--- src/rtl/mem_arb_pkg.sv ---
// ---------------------------------------------------------------------------
// mem_arb_pkg
// Shared types and constants for the unified memory-port arbiter.
//   arb_state_t : arbiter FSM states (the owner of the port is implied by state)
//   mem_width_t : access width encoding carried on the MEM-stage side
//   FETCH_WIDTH : width used for every instruction fetch
//   cnt_width() : bit width needed to hold 0..max_wait
// ---------------------------------------------------------------------------
package mem_arb_pkg;

    typedef enum logic [1:0] {
        IDLE    = 2'd0,
        BUSY_IF = 2'd1,
        BUSY_DM = 2'd2
    } arb_state_t;

    typedef enum logic [1:0] {
        W_BYTE   = 2'd0,
        W_HALF   = 2'd1,
        W_WORD   = 2'd2,
        W_DOUBLE = 2'd3
    } mem_width_t;

    localparam mem_width_t FETCH_WIDTH = W_DOUBLE;

    function automatic int cnt_width(input int max_wait);
        return $clog2(max_wait + 1);
    endfunction

endpackage

--- src/rtl/mem_arb_starve_cnt.sv ---
// ---------------------------------------------------------------------------
// mem_arb_starve_cnt
// Bounded-starvation tracker for the fetch requester. Counts data grants
// issued while a fetch is waiting and raises force_if once MAX_WAIT such
// grants have gone by, so the next arbitration hands the port to fetch.
//   clk, rst_n : clock, asynchronous active-low reset
//   if_req     : fetch request pending
//   if_grant   : fetch granted this cycle (clears the count)
//   dm_grant   : data granted this cycle (counts if a fetch is waiting)
//   force_if   : fetch must win the current arbitration
// ---------------------------------------------------------------------------
module mem_arb_starve_cnt
    import mem_arb_pkg::*;
#(
    parameter int MAX_WAIT = 4
) (
    input  logic clk,
    input  logic rst_n,
    input  logic if_req,
    input  logic if_grant,
    input  logic dm_grant,
    output logic force_if
);

    localparam int              CNT_W   = cnt_width(MAX_WAIT);
    localparam logic [CNT_W-1:0] MAX_CNT = CNT_W'(MAX_WAIT);

    logic [CNT_W-1:0] starve_cnt;

    // NOTE: registers use non-blocking assignments so every flop samples
    // the pre-edge values, independent of block ordering.
    always_ff @(posedge clk or negedge rst_n) begin
        if (!rst_n) begin
            starve_cnt <= '0;
        end else if (if_grant) begin
            starve_cnt <= '0;
        end else if (dm_grant && if_req && (starve_cnt != MAX_CNT)) begin
            starve_cnt <= starve_cnt + 1'b1;
        end
    end

    // Only meaningful while a fetch is actually waiting.
    assign force_if = if_req && (starve_cnt == MAX_CNT);

endmodule

--- src/rtl/mem_port_arbiter.sv ---
// ---------------------------------------------------------------------------
// mem_port_arbiter
// Shares one memory port between instruction fetch (IF) and MEM-stage data
// accesses (DM). Data wins unless fetch has been starved for MAX_WAIT data
// grants. One transaction outstanding at a time; its completion is routed
// back to the requester that owns the port (implied by the FSM state).
//
// Ports:
//   clk, rst_n                  clock, asynchronous active-low reset
//   if_req/if_addr              fetch request, held until if_gnt
//   if_gnt/if_rvalid/if_rdata   fetch accept pulse, data-valid pulse, data
//   dm_req/dm_we/dm_addr/
//   dm_wdata/dm_width/dm_sign   data request and its attributes, held to dm_gnt
//   dm_gnt/dm_rvalid/dm_rdata   data accept pulse, completion pulse, load data
//   mem_req/mem_we/mem_addr/
//   mem_wdata/mem_width/mem_sign  muxed request toward memory
//   mem_ready                   memory accepts mem_req this cycle
//   mem_rvalid/mem_rdata        completion of the outstanding request
//
// Optional build macro MEM_ARB_PERF_EN adds perf_if_stall[31:0], a saturating
// count of cycles in which fetch is requesting but not granted.
// ---------------------------------------------------------------------------
module mem_port_arbiter
    import mem_arb_pkg::*;
#(
    parameter int ADDR_WIDTH = 64,
    parameter int DATA_WIDTH = 64,
    parameter int MAX_WAIT   = 4
) (
    input  logic                  clk,
    input  logic                  rst_n,

    input  logic                  if_req,
    input  logic [ADDR_WIDTH-1:0] if_addr,
    output logic                  if_gnt,
    output logic                  if_rvalid,
    output logic [DATA_WIDTH-1:0] if_rdata,

    input  logic                  dm_req,
    input  logic                  dm_we,
    input  logic [ADDR_WIDTH-1:0] dm_addr,
    input  logic [DATA_WIDTH-1:0] dm_wdata,
    input  logic [1:0]            dm_width,
    input  logic                  dm_sign,
    output logic                  dm_gnt,
    output logic                  dm_rvalid,
    output logic [DATA_WIDTH-1:0] dm_rdata,

    output logic                  mem_req,
    output logic                  mem_we,
    output logic [ADDR_WIDTH-1:0] mem_addr,
    output logic [DATA_WIDTH-1:0] mem_wdata,
    output logic [1:0]            mem_width,
    output logic                  mem_sign,
    input  logic                  mem_ready,
    input  logic                  mem_rvalid,
    input  logic [DATA_WIDTH-1:0] mem_rdata
`ifdef MEM_ARB_PERF_EN
    ,
    output logic [31:0]           perf_if_stall
`endif
);

    arb_state_t state, state_next;
    logic       force_if;
    logic       sel_dm;

    mem_arb_starve_cnt #(
        .MAX_WAIT (MAX_WAIT)
    ) u_starve (
        .clk      (clk),
        .rst_n    (rst_n),
        .if_req   (if_req),
        .if_grant (if_gnt),
        .dm_grant (dm_gnt),
        .force_if (force_if)
    );

    // Data has priority unless a starved fetch is owed the port.
    assign sel_dm = dm_req && !force_if;

    always_ff @(posedge clk or negedge rst_n) begin
        if (!rst_n) begin
            state <= IDLE;
        end else begin
            state <= state_next;
        end
    end

    always_comb begin
        // NOTE: every output of this block is given a default first so no
        // path through the case can leave one unassigned and infer a latch.
        state_next = state;
        mem_req    = 1'b0;
        mem_we     = 1'b0;
        mem_addr   = '0;
        mem_wdata  = '0;
        mem_width  = 2'd0;
        mem_sign   = 1'b0;
        if_gnt     = 1'b0;
        dm_gnt     = 1'b0;
        if_rvalid  = 1'b0;
        dm_rvalid  = 1'b0;
        if_rdata   = '0;
        dm_rdata   = '0;

        unique case (state)
            IDLE: begin
                // Stray mem_rvalid here has no owner and is ignored.
                if (sel_dm) begin
                    mem_req   = 1'b1;
                    mem_we    = dm_we;
                    mem_addr  = dm_addr;
                    mem_wdata = dm_wdata;
                    mem_width = dm_width;
                    mem_sign  = dm_sign;
                    if (mem_ready) begin
                        dm_gnt     = 1'b1;
                        state_next = BUSY_DM;
                    end
                end else if (if_req) begin
                    mem_req   = 1'b1;
                    mem_addr  = if_addr;
                    mem_width = FETCH_WIDTH;
                    mem_sign  = 1'b1;
                    if (mem_ready) begin
                        if_gnt     = 1'b1;
                        state_next = BUSY_IF;
                    end
                end
            end
            // Completion cycle issues nothing; next arbitration is in IDLE.
            BUSY_IF: begin
                if (mem_rvalid) begin
                    if_rvalid  = 1'b1;
                    if_rdata   = mem_rdata;
                    state_next = IDLE;
                end
            end
            BUSY_DM: begin
                if (mem_rvalid) begin
                    dm_rvalid  = 1'b1;
                    dm_rdata   = mem_rdata;
                    state_next = IDLE;
                end
            end
            default: state_next = IDLE;
        endcase
    end

`ifdef MEM_ARB_PERF_EN
    always_ff @(posedge clk or negedge rst_n) begin
        if (!rst_n) begin
            perf_if_stall <= '0;
        end else if (if_req && !if_gnt && (perf_if_stall != 32'hFFFF_FFFF)) begin
            perf_if_stall <= perf_if_stall + 32'd1;
        end
    end
`endif

    // Requests may not be withdrawn before they are granted.
    a_if_req_held: assert property (@(posedge clk) disable iff (!rst_n)
        (if_req && !if_gnt) |=> if_req);
    a_dm_req_held: assert property (@(posedge clk) disable iff (!rst_n)
        (dm_req && !dm_gnt) |=> dm_req);

endmodule

--- config.mk ---
export PLATFORM = sky130hd
export DESIGN_NAME = mem_port_arbiter
export DESIGN_NICKNAME = d
export VERILOG_FILES = /design/src/rtl/mem_arb_pkg.sv /design/src/rtl/mem_arb_starve_cnt.sv /design/src/rtl/mem_port_arbiter.sv
export SDC_FILE = /design/constraint.sdc
export NUM_CORES = 1
export LEC_CHECK = 0
export CAP_MARGIN = 20
export CORE_AREA = 2 2 205 207
export CTS_CLUSTER_SIZE = 25
export DETAILED_ROUTE_END_ITERATION = 6
export DIE_AREA = 0 0 207 209
export HOLD_SLACK_MARGIN = 0.02
export SYNTH_ARGS = -nofsm -noshare
export SYNTH_HDL_FRONTEND = slang
export SYNTH_SLANG_ARGS = --single-unit
--- constraint.sdc ---
create_clock -name clk -period 5 [get_ports clk]
set_clock_uncertainty 0.05 [all_clocks]
set_input_delay 0.5 -clock clk [delete_from_list [all_inputs] [get_ports clk]]
set_output_delay 0.5 -clock clk [all_outputs]
set_load 0.1 [all_outputs]
Yosys cells after proc, flatten, opt, wreduce, memory -nomap -nowiden

Index checks and enable logic that the tools add are counted.

Flip-flop bits (word level): 5
Input bits: 266
Output and inout port bits: 265
Logic and storage cells: 54

Add/sub/neg operators: 1
Eq/ne operators: 7
Mux-type cells: 35
Reductions and logical operators: 9

Operators with widths:

| operator                                             | number |
|---|---|
| 2-to-1 mux 64 bit                                    | 8 |
| 2-to-1 mux 1 bit                                     | 16 |
| 2-to-1 mux 2 bit                                     | 8 |
| 2-to-1 mux 3 bit                                     | 2 |
| != test 3 bit (second input constant)                | 2 |
| logical AND 1 bit                                    | 4 |
| one-hot mux 2 bit (2 select lines)                   | 1 |
| adder 3 x 1 -> 3 bit (second input constant)         | 1 |
| equality test 3 bit (second input constant)          | 1 |
| AND reduction 3 bit                                  | 1 |
| equality test 2 x 1 -> 1 bit (second input constant) | 1 |
| equality test 2 bit (second input constant)          | 1 |
| logical NOT 2 bit                                    | 1 |
| != test 2 x 1 -> 1 bit (second input constant)       | 1 |
| != test 2 bit (second input constant)                | 1 |
| nonzero test 2 bit                                   | 1 |
| OR reduction 2 bit                                   | 1 |
| logical NOT 1 bit                                    | 1 |

Depth between registers and ports, before layout

Gate-level depths: netlist of the first run.

Word-level depth: 10
Depth in mapped cells: 8
Mapped depth without buffers: 5

Modules after synthesis

Synthesis of the first run repeated with hierarchy kept, for this count alone.

Cell total of the unflattened synthesis: 363
Area, all modules: 2474.9 um^2

Modules (own cells, without submodules):

| module             | instances | cells an instance | area an instance (um^2) | sequential area each (um^2) |
|---|---|---|---|---|
| mem_port_arbiter   | 1         | 343               | 2283.4                  | 50.0 |
| mem_arb_starve_cnt | 1         | 20                | 191.4                   | 75.1 |

Worst setup path before layout of the first run

No wires, ideal clock.

Kind: register to output
From: reg u_starve.starve_cnt[0]
To: out mem_sign
Data arrival time: 2435 ps
Required time: 4450 ps
Setup slack: 2015 ps
Cell stages (with the launch flop): 6
Buffers on the path: 0
Cells stage by stage: dfrtp_1 inv_1 ha_1 nand2_1 a21bo_2 a21oi_1

Longest elaborated chain between the ends: 6

Ends and longest elaborated chain:

| item                   | line                     | source |
|---|---|---|
| start, declared        | mem_arb_starve_cnt.sv:28 | `logic [CNT_W-1:0] starve_cnt;` |
| start signal, assigned | mem_arb_starve_cnt.sv:38 | `starve_cnt <= starve_cnt + 1'b1;` |
| equality test 3 bit    | mem_arb_starve_cnt.sv:43 | `assign force_if = if_req && (starve_cnt == MAX_CNT);` |
| logical AND 1 bit      | mem_arb_starve_cnt.sv:43 |  |
| logical NOT 1 bit      | mem_port_arbiter.sv:80   | `assign sel_dm = dm_req && !force_if;` |
| logical AND 1 bit      | mem_port_arbiter.sv:80   |  |
| 2-to-1 mux 1 bit       | mem_port_arbiter.sv:110  | `if (sel_dm) begin` |
| 2-to-1 mux 1 bit       | mem_port_arbiter.sv:107  | `unique case (state)` |
| end, declared          | mem_port_arbiter.sv:54   | `output logic mem_sign,` |

Every way passes these cells.

Final worst setup path of the first run

From: reg state[0]
To: out dm_rdata[6]

Longest elaborated chain between the ends: 2

Ends and longest elaborated chain:

| item                   | line                    | source |
|---|---|---|
| start, declared        | mem_port_arbiter.sv:64  | `arb_state_t state, state_next;` |
| start signal, assigned | mem_port_arbiter.sv:86  | `state <= state_next;` |
| equality test 2 bit    | mem_port_arbiter.sv:107 |  |
| 2-to-1 mux 64 bit      | mem_port_arbiter.sv:107 |  |
| end, declared          | mem_port_arbiter.sv:47  | `output logic [DATA_WIDTH-1:0] dm_rdata,` |

Every way passes these cells.

==> results_dict.tcl, run 1 <==
set metrics [dict create \
    setup_slack_ps 1310 \
    die_y_um 209 \
    core_area_um2 41300 \
    ant_nets 0 \
    synth.distinct_cells 29 \
    vdd_drop_max_mv 0.214 \
    finalPower_mw 4.91 \
    avgRoutedWirePerCell_um 20.1 \
    syn_nets 633 \
    end_kind "output pin" \
    cts-root-buf "clkbuf_16" \
    start_util_pct 6.03 \
    yosys-top-cells-area "and3_1 (32%), a22o_1 (23%), and2_1 (17%)" \
    place.gp.congestion 0.800 \
    seqCellArea_um2 125 \
    tritoncts "done" \
    avgSynthCellArea_um2 6.88 \
    status "completed" \
    final_max_slew_viol_count 0 \
    finalHoldViolCount 0 \
    post-place-ws_ps 1450 \
    synthCells 362 \
    num_io_pins 531 \
    fillers 4604 \
    antenna_found_initial 8 \
    min_path_type "primary input to asynchronous set/reset pin" \
    crit_type "flip-flop to output pin" \
    hold_buffers 0 \
    ys_seq_elements 5 \
    cp-endpoint "dm_rdata[6]" \
    post_cts_buffers 0 \
    die_area_um2 43300 \
    multiInputGateArea_um2 2090 \
    area_growth_pct 221 \
    fin_util_pct 19.4 \
    period_share_pct 73.8 \
    die_w_um 207 \
    placed_area_um2 7920 \
    critical_path_arrival_ps 3140 \
    yosys.area.top_type "and3_1" \
    seq_area_frac_synth_pct 5.02 \
    synthTopCellsByCount "and3_1 (129), and2_1 (69), a22o_1 (66)" \
    drive_gt1_share_pct 17.2 \
    worstMarginPinSlew_ps 1070 \
    htreeDepth 1 \
    clk_latency_ps 230 \
    wl_um 27900 \
    critPathLaunchType "flip-flop" \
    whs_ps 447 \
    dr.pass1.iters 4 \
    nNetsFinal 1120 \
    dp.cells 1383 \
    slew_headroom_pct 28.4 \
    io_buffers 530 \
    synth-warning-count 0 \
    synth_ff_type "dfrtp_1" \
    r2r_slack_ps 3070 \
    clkSinkCount 5 \
    async_reset_ff_share_pct 100 \
    leakage_nw 3.65 \
    drc 0 \
    vias 4937 \
    design_area_um2 8010 \
    synth_edf_count 0 \
    reg2reg_to "u_starve.starve_cnt[0]" \
    setup_violations 0 \
    synth_top_cell_area_share_pct 32.4 \
    grt_max_degree 91 \
    path_max_fanout 65 \
    num_rows 75 \
    hpwl_um 24300 \
    grt_pass1_vias 4787 \
    gr-usage-all-layers_pct 11.9 \
    cts.path.max_buffers 2 \
    synth_area_um2 2490 \
    maxCapViolations 0 \
    viasPerCell 3.55 \
    reg2reg_depth 5 \
    p_per_area_nw_per_um2 614 \
    critPathRequiredTime_ps 4450 \
    grt-ovfl-total 0 \
    clk_pin_slew_ps 30 \
    timing.rr.start "u_starve.starve_cnt[0]" \
    yosysMostFrequentCell "and3_1" \
    rsz0062_at_grt "false" \
    tns_ps 0 \
    crit_start "state[0]" \
    cts_buffers 3 \
    instances_no_fill 1391 \
    min_period_ps 3690 \
    maxClockFrequency_mhz 271 \
    drt-initial-drc-count 291 \
    cts-resized-gates 0 \
    grt_first_pass_wirelength_um 36900 \
]
## registers in the layout (all words and copies together) (netlist names)
signal	flops
u_starve.starve_cnt	3
state	2
## cell usage in the layout (no fill, tap or decap)
master           Yosys  final
a21oi_4              0      1
buf_4                1    136
nand3_1              4      4
nor2_1               3      3
a22o_1              66     66
ha_2                 0      2
a41oi_1              1      1
a21o_1               1      1
and3_1             129    129
buf_2                7      1
a21bo_2              1      1
nor3_1               1      1
a21boi_0             1      1
nand3_4              1      1
nor2b_1              1      1
and3_4               1      1
nand2b_1             2      2
inv_1                5      5
clkbuf_1            35      1
clkbuf_16            0      3
a311oi_1             1      1
a2111oi_0            1      1
ha_1                 5      3
o2111ai_1            1      1
a21oi_1              4      3
and2_1              69     69
clkdlybuf4s50_1      0    398
o22ai_1              1      1
dfrtp_1              5      5
a211o_1              1      1
nand2_1              4      4
diode_2              0      4
## layout make-up
class / instances / share of cell area [%]
antenna: 4 / 0.125
inverter: 5 / 0.234
clock buffer: 4 / 0.985
tap: 539 / 8.42
sequential: 5 / 1.56
timing repair buffer: 535 / 62.6
multi-input combinational: 299 / 26.1
## routing by layer
| layer | GRT usage, % | part of all wire, % | vias to the layer above |
|---|---|---|---|
| met5 | 0 | 0.032 | - |
| met1 | 11.4 | 34 | 2281 |
| li1 | - | - | 2310 |
| met3 | 3.07 | 7.7 | 23 |
| met2 | 23.9 | 56 | 321 |
| met4 | 4.68 | 2.6 | 2 |
## power breakdown
part	leakage [nW]	total, mW	internal [mW]	switching, mW
clock network	0.0382	0.134	0.106	0.0285
registers	0.0662	0.0709	0.0561	0.0148
logic	3.54	4.71	1.01	3.70
## logic make-up (layout without fill, tap and decap cells)
family                     count (synthesis)  count (layout)  share of synthesized area, %
AOI/OAI and AO/OA                         79              79                          27.0
adders and majority gates                  5               5                          2.51
buffers and inverters                     58             544                          11.8
DFF                                        5               5                          5.02
other                                      0               4                             0
and+or+nand+nor                          215             215                          53.7
## worst max-delay path: stages, from the launching register on
cell,delay (ps)
dfrtp_1,390
inv_1,110
ha_2,860
and3_1,280
clkdlybuf4s50_1,1180
## how the worst min path moves through the flow
stage	cells past startpoint	endpoint	slack, ps
after floorplan	0	state[0]	150
after global placement	1	state[0]	480
after detailed placement	1	u_starve.starve_cnt[1]	470
after CTS	1	state[1]	450
after global routing	1	u_starve.starve_cnt[0]	460
final	1	state[1]	450
(Power assumes the default switching activity.)
==> run 2: changes to the inputs <==
--- a/config.mk
+++ b/config.mk
@@ -6,10 +6,10 @@
 export NUM_CORES = 1
 export LEC_CHECK = 0
 export CAP_MARGIN = 20
-export CORE_AREA = 2 2 205 207
+export CORE_AREA = 2 2 204 206
 export CTS_CLUSTER_SIZE = 25
 export DETAILED_ROUTE_END_ITERATION = 6
-export DIE_AREA = 0 0 207 209
+export DIE_AREA = 0 0 206 208
 export HOLD_SLACK_MARGIN = 0.02
 export SYNTH_ARGS = -nofsm -noshare
 export SYNTH_HDL_FRONTEND = slang
==> constraint.sdc (replaced) <==
create_clock -name clk -period 3 [get_ports clk]
set_clock_uncertainty 0.05 [all_clocks]
set_input_delay 0.3 -clock clk [delete_from_list [all_inputs] [get_ports clk]]
set_output_delay 0.3 -clock clk [all_outputs]
set_load 0.1 [all_outputs]
==> run 2 against run 1 <==
  * Utilization is 7.8 points higher
  * Sequential share of layout area shrank 0.43 points
  * First-iteration DRC count is 11% lower
  * Sequential cell count unchanged
  * Clock power grew 66%
  * Count of clock-buffer cells in the layout is the same
  * Global-route usage decreased by 1.4 points
==> results_dict.tcl, run 2 (synthesis results as in run 1) <==
set metrics [dict create \
    switching_share_pct 64.6 \
    avgRoutedWirePerCell_um 17.4 \
    slew_headroom_pct 46.8 \
    worstMarginPinSlew_ps 798 \
    r2r_slack_ps 1390 \
    pwr-share-comb_pct 96.6 \
    min_period_ps 2680 \
    fillers 4168 \
    reg_top3 "u_starve.starve_cnt: 3 flops, state: 2 flops" \
    tns_ps 0 \
    maxCapViolations 0 \
    intPower_mw 3.59 \
    grt_first_pass_wirelength_um 33700 \
    cts-root-buf "clkbuf_16" \
    path_cells "clkdlybuf4s50_1 > nand3_4 > and3_4 > buf_12 > a22o_1 > buf_12" \
    drt-initial-drc-count 258 \
    status "completed" \
    timing.rr.start "u_starve.starve_cnt[0]" \
    clk_latency_ps 230 \
    grt_max_degree 67 \
    cp-endpoint "mem_addr[61]" \
    die_y_um 208 \
    dr.pass1.iters 4 \
    drc 0 \
    largest_reg_flops 3 \
    htreeDepth 1 \
    setup_violations 0 \
    drive_gt1_share_pct 33.4 \
    critPathRequiredTime_ps 2650 \
    min_path_type "primary input to asynchronous set/reset pin" \
    tritoncts "done" \
    area_growth_pct 343 \
    critical_path_arrival_ps 2330 \
    vias 4891 \
    final_max_slew_viol_count 0 \
    grt_pass1_vias 5109 \
    p_seq_share_pct 1.2 \
    clkSinkCount 5 \
    num_rows 74 \
    path_common_cell "buf_12" \
    ant_nets 0 \
    reg2reg_to "state[0]" \
    path_max_fanout 66 \
    die_w_um 206 \
    p_per_area_nw_per_um2 918 \
    p_switching_mw 6.54 \
    period_share_pct 89.4 \
    grt-ovfl-total 0 \
    hpwl_um 21100 \
    crit_type "primary input to output pin" \
    slowest_delay_ps 660 \
    fin_util_pct 27.2 \
    start_util_pct 6.14 \
    critPathLaunchType "primary input" \
    die_area_um2 42800 \
    num_io_pins 531 \
    power_frac_clock_pct 2.2 \
    reg2reg_depth 5 \
    cts_buffers 3 \
    cts.path.max_buffers 2 \
    hold_buffers 0 \
    post_cts_buffers 0 \
    clk_pin_slew_ps 40 \
    largest_register "u_starve.starve_cnt" \
    place.gp.congestion 0.867 \
    vdd_drop_max_mv 0.478 \
    core_area_um2 40600 \
    wl_um 24200 \
    leakage_nw 4.77 \
    io_buffers 530 \
    antenna_found_initial 3 \
    finalHoldViolCount 0 \
    viasPerCell 3.52 \
    maxClockFrequency_mhz 373 \
    rsz0062_at_grt "false" \
    critPathSlowestCell "clkdlybuf4s50_1" \
    most-common-layout-cells "buf_12 (267), clkdlybuf4s50_1 (264), and3_1 (129), and2_1 (69), a22o_1 (66)" \
    end_kind "output pin" \
    cts-resized-gates 0 \
    layout_commonest_cell "buf_12" \
    gr-usage-all-layers_pct 10.5 \
    nNetsFinal 1125 \
    crit_start "if_req" \
]
run 2: cell types whose count changed in the layout (fill, tap and decap cells not counted), sizes merged:
cell,before,now
buf,137,276
diode,4,3
clkdlybuf4s50,398,264
run 2: power groups by stage:
stage	clock, mW	combinational [mW]	sequential [mW]
after floorplan	0	6.04	0.112
after global placement	0	9.83	0.117
after detailed placement	0	9.87	0.119
after CTS	0.224	9.89	0.119
after global routing	0.234	10.1	0.123
final	0.223	9.79	0.119
run 2: final cells by class:
cell class                      count  area [um2]  area share, %
Antenna cell                        3        7.51         0.0680
Tap cell                          532         666           6.03
Multi-Input combinational cell    299        2090           18.9
Inverter                            5        18.8          0.170
Timing Repair Buffer              540        8050           73.0
Sequential cell                     5         125           1.13
Clock buffer                        4        78.8          0.714
run 2: worst min path at each step:
stage                      startpoint                endpoint  slack [ps]  depth (start not counted)
6_report                        rst_n  u_starve.starve_cnt[0]         260                          1
5_1_grt                         rst_n  u_starve.starve_cnt[0]         280                          1
4_1_cts                         rst_n  u_starve.starve_cnt[0]         260                          1
3_5_place_dp                 state[0]                state[0]         490                          1
3_3_place_gp   u_starve.starve_cnt[1]  u_starve.starve_cnt[1]         470                          1
2_1_floorplan                   rst_n                state[0]         -50                          0
run 2: worst max-delay path: cells and delay by family:
family | cells | cell delay [ps]
and+or+nand+nor | 2 | 550
buffers and inverters | 3 | 1140
AOI/OAI and AO/OA | 1 | 290
run 2: stage by stage:
| stage | hold WS [ps] | std cells | cell area [um2] | total power [mW] | setup WS [ps] |
|---|---|---|---|---|---|
| global route | 279 | 1386 | 11000 | 10.4 | 198 |
| floorplan | -45.6 | 362 | 2490 | 6.15 | 215 |
| detailed placement | 486 | 1381 | 11000 | 9.98 | 302 |
| CTS | 265 | 1385 | 11000 | 10.2 | 284 |
| finish | 256 | 1388 | 11000 | 10.1 | 319 |
| global placement | 472 | 1381 | 11000 | 9.95 | 303 |
run 2: per-layer routing:
layer  share of wire [%]  wire (um)  GRT usage (%)  up-vias
li1                    -          -              -     2313
met2                  55      13200           21.0      330
met3                  12       2820           3.27       19
met4                 2.0        490           2.76        2
met5               0.054         13              0        -
met1                  32       7640           10.1     2227
==> run 3: changes to the inputs <==
--- a/config.mk
+++ b/config.mk
@@ -10,7 +10,7 @@
 export CTS_CLUSTER_SIZE = 25
 export DETAILED_ROUTE_END_ITERATION = 6
 export DIE_AREA = 0 0 206 208
-export HOLD_SLACK_MARGIN = 0.02
+export HOLD_SLACK_MARGIN = 0.15
 export SYNTH_ARGS = -nofsm -noshare
 export SYNTH_HDL_FRONTEND = slang
 export SYNTH_SLANG_ARGS = --single-unit
==> results of run 3 <==
Final layout, timing and power as in run 2 (identical DEF).
